`src/rtl/axis_insert_header_gen.sv`:
```
// AXI-Stream header inserter: prepends 0..DATA_BYTE_WD header bytes to each packet with byte realignment.
// Define AXIS_INS_HDR_CHK_EN to add a sticky err output flagging illegal keep patterns.
module axis_insert_header_gen #(
    parameter int DATA_WD      = 32,
    parameter int DATA_BYTE_WD = DATA_WD / 8,
    parameter int BYTE_CNT_WD  = $clog2(DATA_BYTE_WD) + 1
) (
    input  logic                    clk,
    input  logic                    rst,
    input  logic                    valid_in,
    input  logic [DATA_WD-1:0]      data_in,
    input  logic [DATA_BYTE_WD-1:0] keep_in,
    input  logic                    last_in,
    output logic                    ready_in,
    output logic                    valid_out,
    output logic [DATA_WD-1:0]      data_out,
    output logic [DATA_BYTE_WD-1:0] keep_out,
    output logic                    last_out,
    input  logic                    ready_out,
    input  logic                    valid_insert,
    input  logic [DATA_WD-1:0]      data_insert,
    input  logic [DATA_BYTE_WD-1:0] keep_insert,
    output logic                    ready_insert
`ifdef AXIS_INS_HDR_CHK_EN
    ,
    output logic                    err
`endif
);

    typedef enum logic [1:0] {
        S_HDR,
        S_DATA,
        S_TAIL
    } state_t;

    localparam logic [BYTE_CNT_WD:0] FULL_CNT = (BYTE_CNT_WD + 1)'(DATA_BYTE_WD);

    function automatic logic [BYTE_CNT_WD-1:0] popcnt(input logic [DATA_BYTE_WD-1:0] k);
        logic [BYTE_CNT_WD-1:0] c;
        c = '0;
        for (int i = 0; i < DATA_BYTE_WD; i++) c = c + BYTE_CNT_WD'(k[i]);
        return c;
    endfunction

    function automatic logic [DATA_BYTE_WD-1:0] top_ones(input logic [BYTE_CNT_WD-1:0] n);
        return ~({DATA_BYTE_WD{1'b1}} >> n);
    endfunction

    function automatic logic [DATA_BYTE_WD-1:0] low_ones(input logic [BYTE_CNT_WD-1:0] n);
        return ~({DATA_BYTE_WD{1'b1}} << n);
    endfunction

    function automatic logic [DATA_WD-1:0] lane_mask(input logic [DATA_BYTE_WD-1:0] k);
        logic [DATA_WD-1:0] m;
        for (int i = 0; i < DATA_BYTE_WD; i++) m[8*i +: 8] = {8{k[i]}};
        return m;
    endfunction

    state_t                  state_q, state_d;
    logic [DATA_WD-1:0]      res_q, res_d;
    logic [BYTE_CNT_WD-1:0]  hcnt_q, hcnt_d;
    logic [BYTE_CNT_WD-1:0]  tcnt_q, tcnt_d;
    logic                    valid_out_q, valid_out_d;
    logic [DATA_WD-1:0]      data_out_q, data_out_d;
    logic [DATA_BYTE_WD-1:0] keep_out_q, keep_out_d;
    logic                    last_out_q, last_out_d;

    logic                    out_free;
    logic                    in_hs;
    logic                    ins_hs;
    logic [BYTE_CNT_WD-1:0]  kcnt;
    logic [BYTE_CNT_WD-1:0]  ins_cnt;
    logic [BYTE_CNT_WD:0]    sum_w;
    logic [DATA_WD-1:0]      word;
    logic [DATA_BYTE_WD-1:0] wkeep;

    assign out_free     = !valid_out_q || ready_out;
    assign ready_insert = !rst && (state_q == S_HDR);
    assign ready_in     = !rst && (state_q == S_DATA) && out_free;
    assign in_hs        = valid_in && ready_in;
    assign ins_hs       = valid_insert && ready_insert;
    assign kcnt         = popcnt(keep_in);
    assign ins_cnt      = popcnt(keep_insert);
    assign sum_w        = (BYTE_CNT_WD + 1)'(hcnt_q) + (BYTE_CNT_WD + 1)'(kcnt);

    assign valid_out = valid_out_q;
    assign data_out  = data_out_q;
    assign keep_out  = keep_out_q;
    assign last_out  = last_out_q;

    always_comb begin
        // NOTE: every signal gets a default before the case so no path leaves it unassigned (no latches).
        state_d     = state_q;
        res_d       = res_q;
        hcnt_d      = hcnt_q;
        tcnt_d      = tcnt_q;
        valid_out_d = valid_out_q;
        data_out_d  = data_out_q;
        keep_out_d  = keep_out_q;
        last_out_d  = last_out_q;
        word        = '0;
        wkeep       = '0;

        // A free output register either held nothing or is being consumed this cycle.
        if (out_free) valid_out_d = 1'b0;

        unique case (state_q)
            S_HDR: begin
                if (ins_hs) begin
                    res_d   = data_insert & lane_mask(low_ones(ins_cnt));
                    hcnt_d  = ins_cnt;
                    state_d = S_DATA;
                end
            end
            S_DATA: begin
                if (in_hs) begin
                    word  = (res_q << (8 * (DATA_BYTE_WD - int'(hcnt_q))))
                          | (data_in >> (8 * int'(hcnt_q)));
                    wkeep = '1;
                    res_d = data_in & lane_mask(low_ones(hcnt_q));
                    valid_out_d = 1'b1;
                    last_out_d  = 1'b0;
                    if (last_in) begin
                        if (sum_w <= FULL_CNT) begin
                            wkeep      = top_ones(sum_w[BYTE_CNT_WD-1:0]);
                            last_out_d = 1'b1;
                            state_d    = S_HDR;
                        end else begin
                            tcnt_d  = BYTE_CNT_WD'(sum_w - FULL_CNT);
                            state_d = S_TAIL;
                        end
                    end
                    data_out_d = word & lane_mask(wkeep);
                    keep_out_d = wkeep;
                end
            end
            S_TAIL: begin
                if (out_free) begin
                    word        = res_q << (8 * (DATA_BYTE_WD - int'(hcnt_q)));
                    wkeep       = top_ones(tcnt_q);
                    data_out_d  = word & lane_mask(wkeep);
                    keep_out_d  = wkeep;
                    last_out_d  = 1'b1;
                    valid_out_d = 1'b1;
                    state_d     = S_HDR;
                end
            end
            default: state_d = S_HDR;
        endcase
    end

`ifdef AXIS_INS_HDR_CHK_EN
    logic err_q, err_d;
    logic ins_bad;
    logic in_bad;

    assign err = err_q;

    always_comb begin
        ins_bad = keep_insert != low_ones(ins_cnt);
        in_bad  = last_in ? ((keep_in == '0) || (keep_in != top_ones(kcnt)))
                          : (keep_in != '1);
        err_d   = err_q | (ins_hs && ins_bad) | (in_hs && in_bad);
    end

    always_ff @(posedge clk) begin
        if (rst) err_q <= 1'b0;
        else     err_q <= err_d;
    end
`endif

    // NOTE: sequential state uses non-blocking assignments only; all next-state logic lives in always_comb.
    always_ff @(posedge clk) begin
        if (rst) begin
            state_q     <= S_HDR;
            res_q       <= '0;
            hcnt_q      <= '0;
            tcnt_q      <= '0;
            valid_out_q <= 1'b0;
            data_out_q  <= '0;
            keep_out_q  <= '0;
            last_out_q  <= 1'b0;
        end else begin
            state_q     <= state_d;
            res_q       <= res_d;
            hcnt_q      <= hcnt_d;
            tcnt_q      <= tcnt_d;
            valid_out_q <= valid_out_d;
            data_out_q  <= data_out_d;
            keep_out_q  <= keep_out_d;
            last_out_q  <= last_out_d;
        end
    end

endmodule
```
`config.mk`:
```
export PLATFORM = sky130hd
export DESIGN_NAME = axis_insert_header_gen
export DESIGN_NICKNAME = d
export VERILOG_FILES = /design/src/rtl/axis_insert_header_gen.sv
export SDC_FILE = /design/constraint.sdc
export NUM_CORES = 1
export LEC_CHECK = 0
export CAP_MARGIN = 0
export CORE_UTILIZATION = 40
export CTS_CLUSTER_SIZE = 12
export DETAILED_ROUTE_END_ITERATION = 6
export PLACE_DENSITY = 0.74
export SLEW_MARGIN = 15
export SYNTH_ARGS = -nofsm -noshare
export SYNTH_HDL_FRONTEND = slang
export SYNTH_SLANG_ARGS = --single-unit
```
`constraint.sdc`:
```
create_clock -name clk -period 8.4 [get_ports clk]
set_input_delay 1.68 -clock clk [delete_from_list [all_inputs] [get_ports clk]]
set_output_delay 1.68 -clock clk [all_outputs]
set_load 0.02 [all_outputs]
```
==> metrics.csv <==
stage,metric,value,unit
route,dr.pass1.iters,7,
synthesis,synth.area.top_cells,"dfxtp_1 32%, mux2i_1 7.2%, a22oi_1 5.7%",
floorplanning,num_io_pins,118,
global_routing,grt_usage,26.4,%
floorplanning,num_rows,39,
route,routed_wl,16500,um
clock_network,numClockSinks,78,
route,ant_nets,0,
global_routing,gr-total-overflow,0,
worst_setup_path,required,6720,ps
global_routing,grt_util_met1,35.5,%
floorplanning,start_util,41.7,%
pwr,ir_drop,0.134,mV
global_routing,antenna_found_initial,0,
synthesis,synth_most_common_cell,dfxtp_1,
sta,fmax,200,MHz
global_routing,use_met3,4.86,%
synthesis,syn_area,0.00485,mm2
sta,period_share,59.4,%
synthesis,synth_edf_count,0,
sta,setup_violations,0,
sta,rsz0062_at_grt,false,
synthesis,synth_flop_cell,dfxtp_1,
synthesis,synth_largest_area_cell,dfxtp_1,
worst_setup_path,path_max_fanout,56,
route,dr.first_iter.drc_count,530,
worst_setup_path,worstPathArrival,3310,ps
global_routing,grt_pass1_vias,4614,
hold_path,hold_class,flip-flop to flip-flop,
cells_and_area,num_antenna_cells,0,
clock_network,cts_hold_buf,0,
sta,finalMaxSlewViolations,0,
synthesis,synth_cell_type_count,58,
synthesis,synth_top_cells_by_count,"78 x dfxtp_1, 50 x a21oi_1, 37 x a22oi_1",
clock_network,cts_tree,done,
place,port_buffers,117,
pwr,p_total,1.72,mW
worst_setup_path,cp-end-kind,primary output,
status,status,"finished, violations left",
synthesis,yosysSeqAreaShare,32.2,%
sta,finalClockSkew,9.10,ps
sta,relSlewSlack,24.1,%
synthesis,yosys_warnings,0,
floorplanning,coreArea,0.0116,mm2
global_routing,grt.busiest_layer,met2,
clock_network,clkTransAtPathRegs,60,ps
floorplanning,die_width,112,um
floorplanning,die_h,112,um
place,dp_hpwl,12300,um
synthesis,yosysTopAreaCellShare,32.2,%
clock_network,numCtsBuffers,9,
clock_network,clk_path_buf_depth,2,
sta,worst_pin_slew,1140,ps
clock_network,htreeDepth,3,
cells_and_area,area_delta_synth_final,29.3,%
synthesis,synthArstFlopShare,0,%
sta,hold_viol,0,
pwr,power.leakage,2.11,nW
global_routing,met2_usage,42.9,%
worst_setup_path,worstSetupPathType,input pin to primary output,
global_routing,grt_start_max_net_pins,57,
clock_network,post_cts_buffers,0,
sta,setup_tns,0,ps
sta,period_minus_slack,4990,ps
status,violations,DRC,
worst_setup_path,start_kind,input pin,
cells_and_area,fillCellCount,1045,
pwr,power_density,274,mW/mm2
place,place_ws,3410,ps
global_routing,grt_pass1_wl,25500,um
place,placed_area,0.00598,mm2
route,via_count,4810,
clock_network,postCtsResizedCells,0,
synthesis,avgSynthCellArea,9.27,um2
floorplanning,die_area,0.0126,mm2
job,cap_viol_max_count,0,
clock_network,root_buffer,clkbuf_16,
route,wl_per_cell,21.8,um
synthesis,postSynthCellCount,523,
cells_and_area,drive_gt1_share,10.9,%
sta,setup_ws,3410,ps
route,drcViolationCount,6,
clock_network,insertion_delay,340,ps
route,vias_per_cell,6.33,
synthesis,synth-seq-cells,78,
place,gp_congestion,0.942,
cells_and_area,design_area,0.00627,mm2
cells_and_area,nets,704,
synthesis,syn-num-nets,615,
registers in the layout, indices dropped and copies added, names as in the netlist:
| register | flops |
|---|---|
| state_q | 2 |
| res_q | 32 |
| tcnt_q | 3 |
| keep_out | 4 |
| valid_out | 1 |
| hcnt_q | 3 |
| data_out | 32 |
| last_out | 1 |
metal layers:
metal / vias to the layer above / wire [um] / share of wire [%]
met2: 220 / 7660 / 46
met1: 2327 / 7320 / 44
met4: 0 / 384 / 2.3
li1: 2226 / - / -
met5: - / 0 / 0
met3: 37 / 1180 / 7.1
layout make-up:
type | count | area, um2 | area share [%]
multi-input combinational | 387 | 2980 | 47.5
sequential | 78 | 1560 | 24.9
timing repair buffer | 123 | 1210 | 19.3
clock buffer | 10 | 239 | 3.81
tap | 143 | 179 | 2.85
clock inverter | 6 | 50.0 | 0.798
inverter | 13 | 48.8 | 0.778
through the flow:
| step | util [%] | hold slack [ps] | instances |
|---|---|---|---|
| after floorplan | - | 455 | 523 |
| after global placement | 51.5 | 456 | 744 |
| after detailed placement | 51.5 | 450 | 744 |
| after CTS | 54.0 | 465 | 760 |
| after global routing | 54.0 | 496 | 760 |
| final | 54.0 | 458 | 760 |
power breakdown:
part | switching (mW) | internal, mW
clock network | 0.167 | 0.212
registers | 0.0889 | 0.450
logic | 0.471 | 0.329
total | 0.727 | 0.991
worst max-delay path, cell delays in order:
cell,delay [ps]
buf_2,810
nand2b_1,220
nor2_1,40
clkdlybuf4s50_1,550
worst paths after layout:
path | start | to | slack (ps) | cells after the start
setup / recovery | rst | ready_in | 3410 | 4
hold / removal | keep_out[1] | keep_out[1] | 460 | 2
setup reg to reg | hcnt_q[0] | data_out[19] | 4880 | 7
hold reg to reg | keep_out[1] | keep_out[1] | 460 | 2
kinds of logic (layout without fill, tap and decap cells):
kind of cell / Yosys count / in the layout / share of synthesized area, %
AO/OA/AOI/OAI: 224 / 224 / 35.1
adder cells (fa/ha/maj): 14 / 14 / 4.23
buffers and inverters: 58 / 152 / 6.45
flip-flops: 78 / 78 / 32.2
multiplexers: 52 / 52 / 11.2
AND/OR/NAND/NOR: 97 / 97 / 10.8
layout by cell type (no fill, tap or decap), drive strengths merged, types with 10 or more instances in the layout:
master	netlist	layout
clkdlybuf4s50	0	116
dfxtp	78	78
a21oi	52	52
a22oi	37	37
a211oi	36	36
mux2i	35	35
nand2	27	27
o2bb2ai	20	20
nand3	20	20
mux2	17	17
inv	13	17
a32oi	16	16
nor2b	13	13
a22o	12	12
nor2	11	11
o211ai	11	11
ha	10	10
clkbuf	15	10
Note: power is estimated with default switching activity, not from simulation.
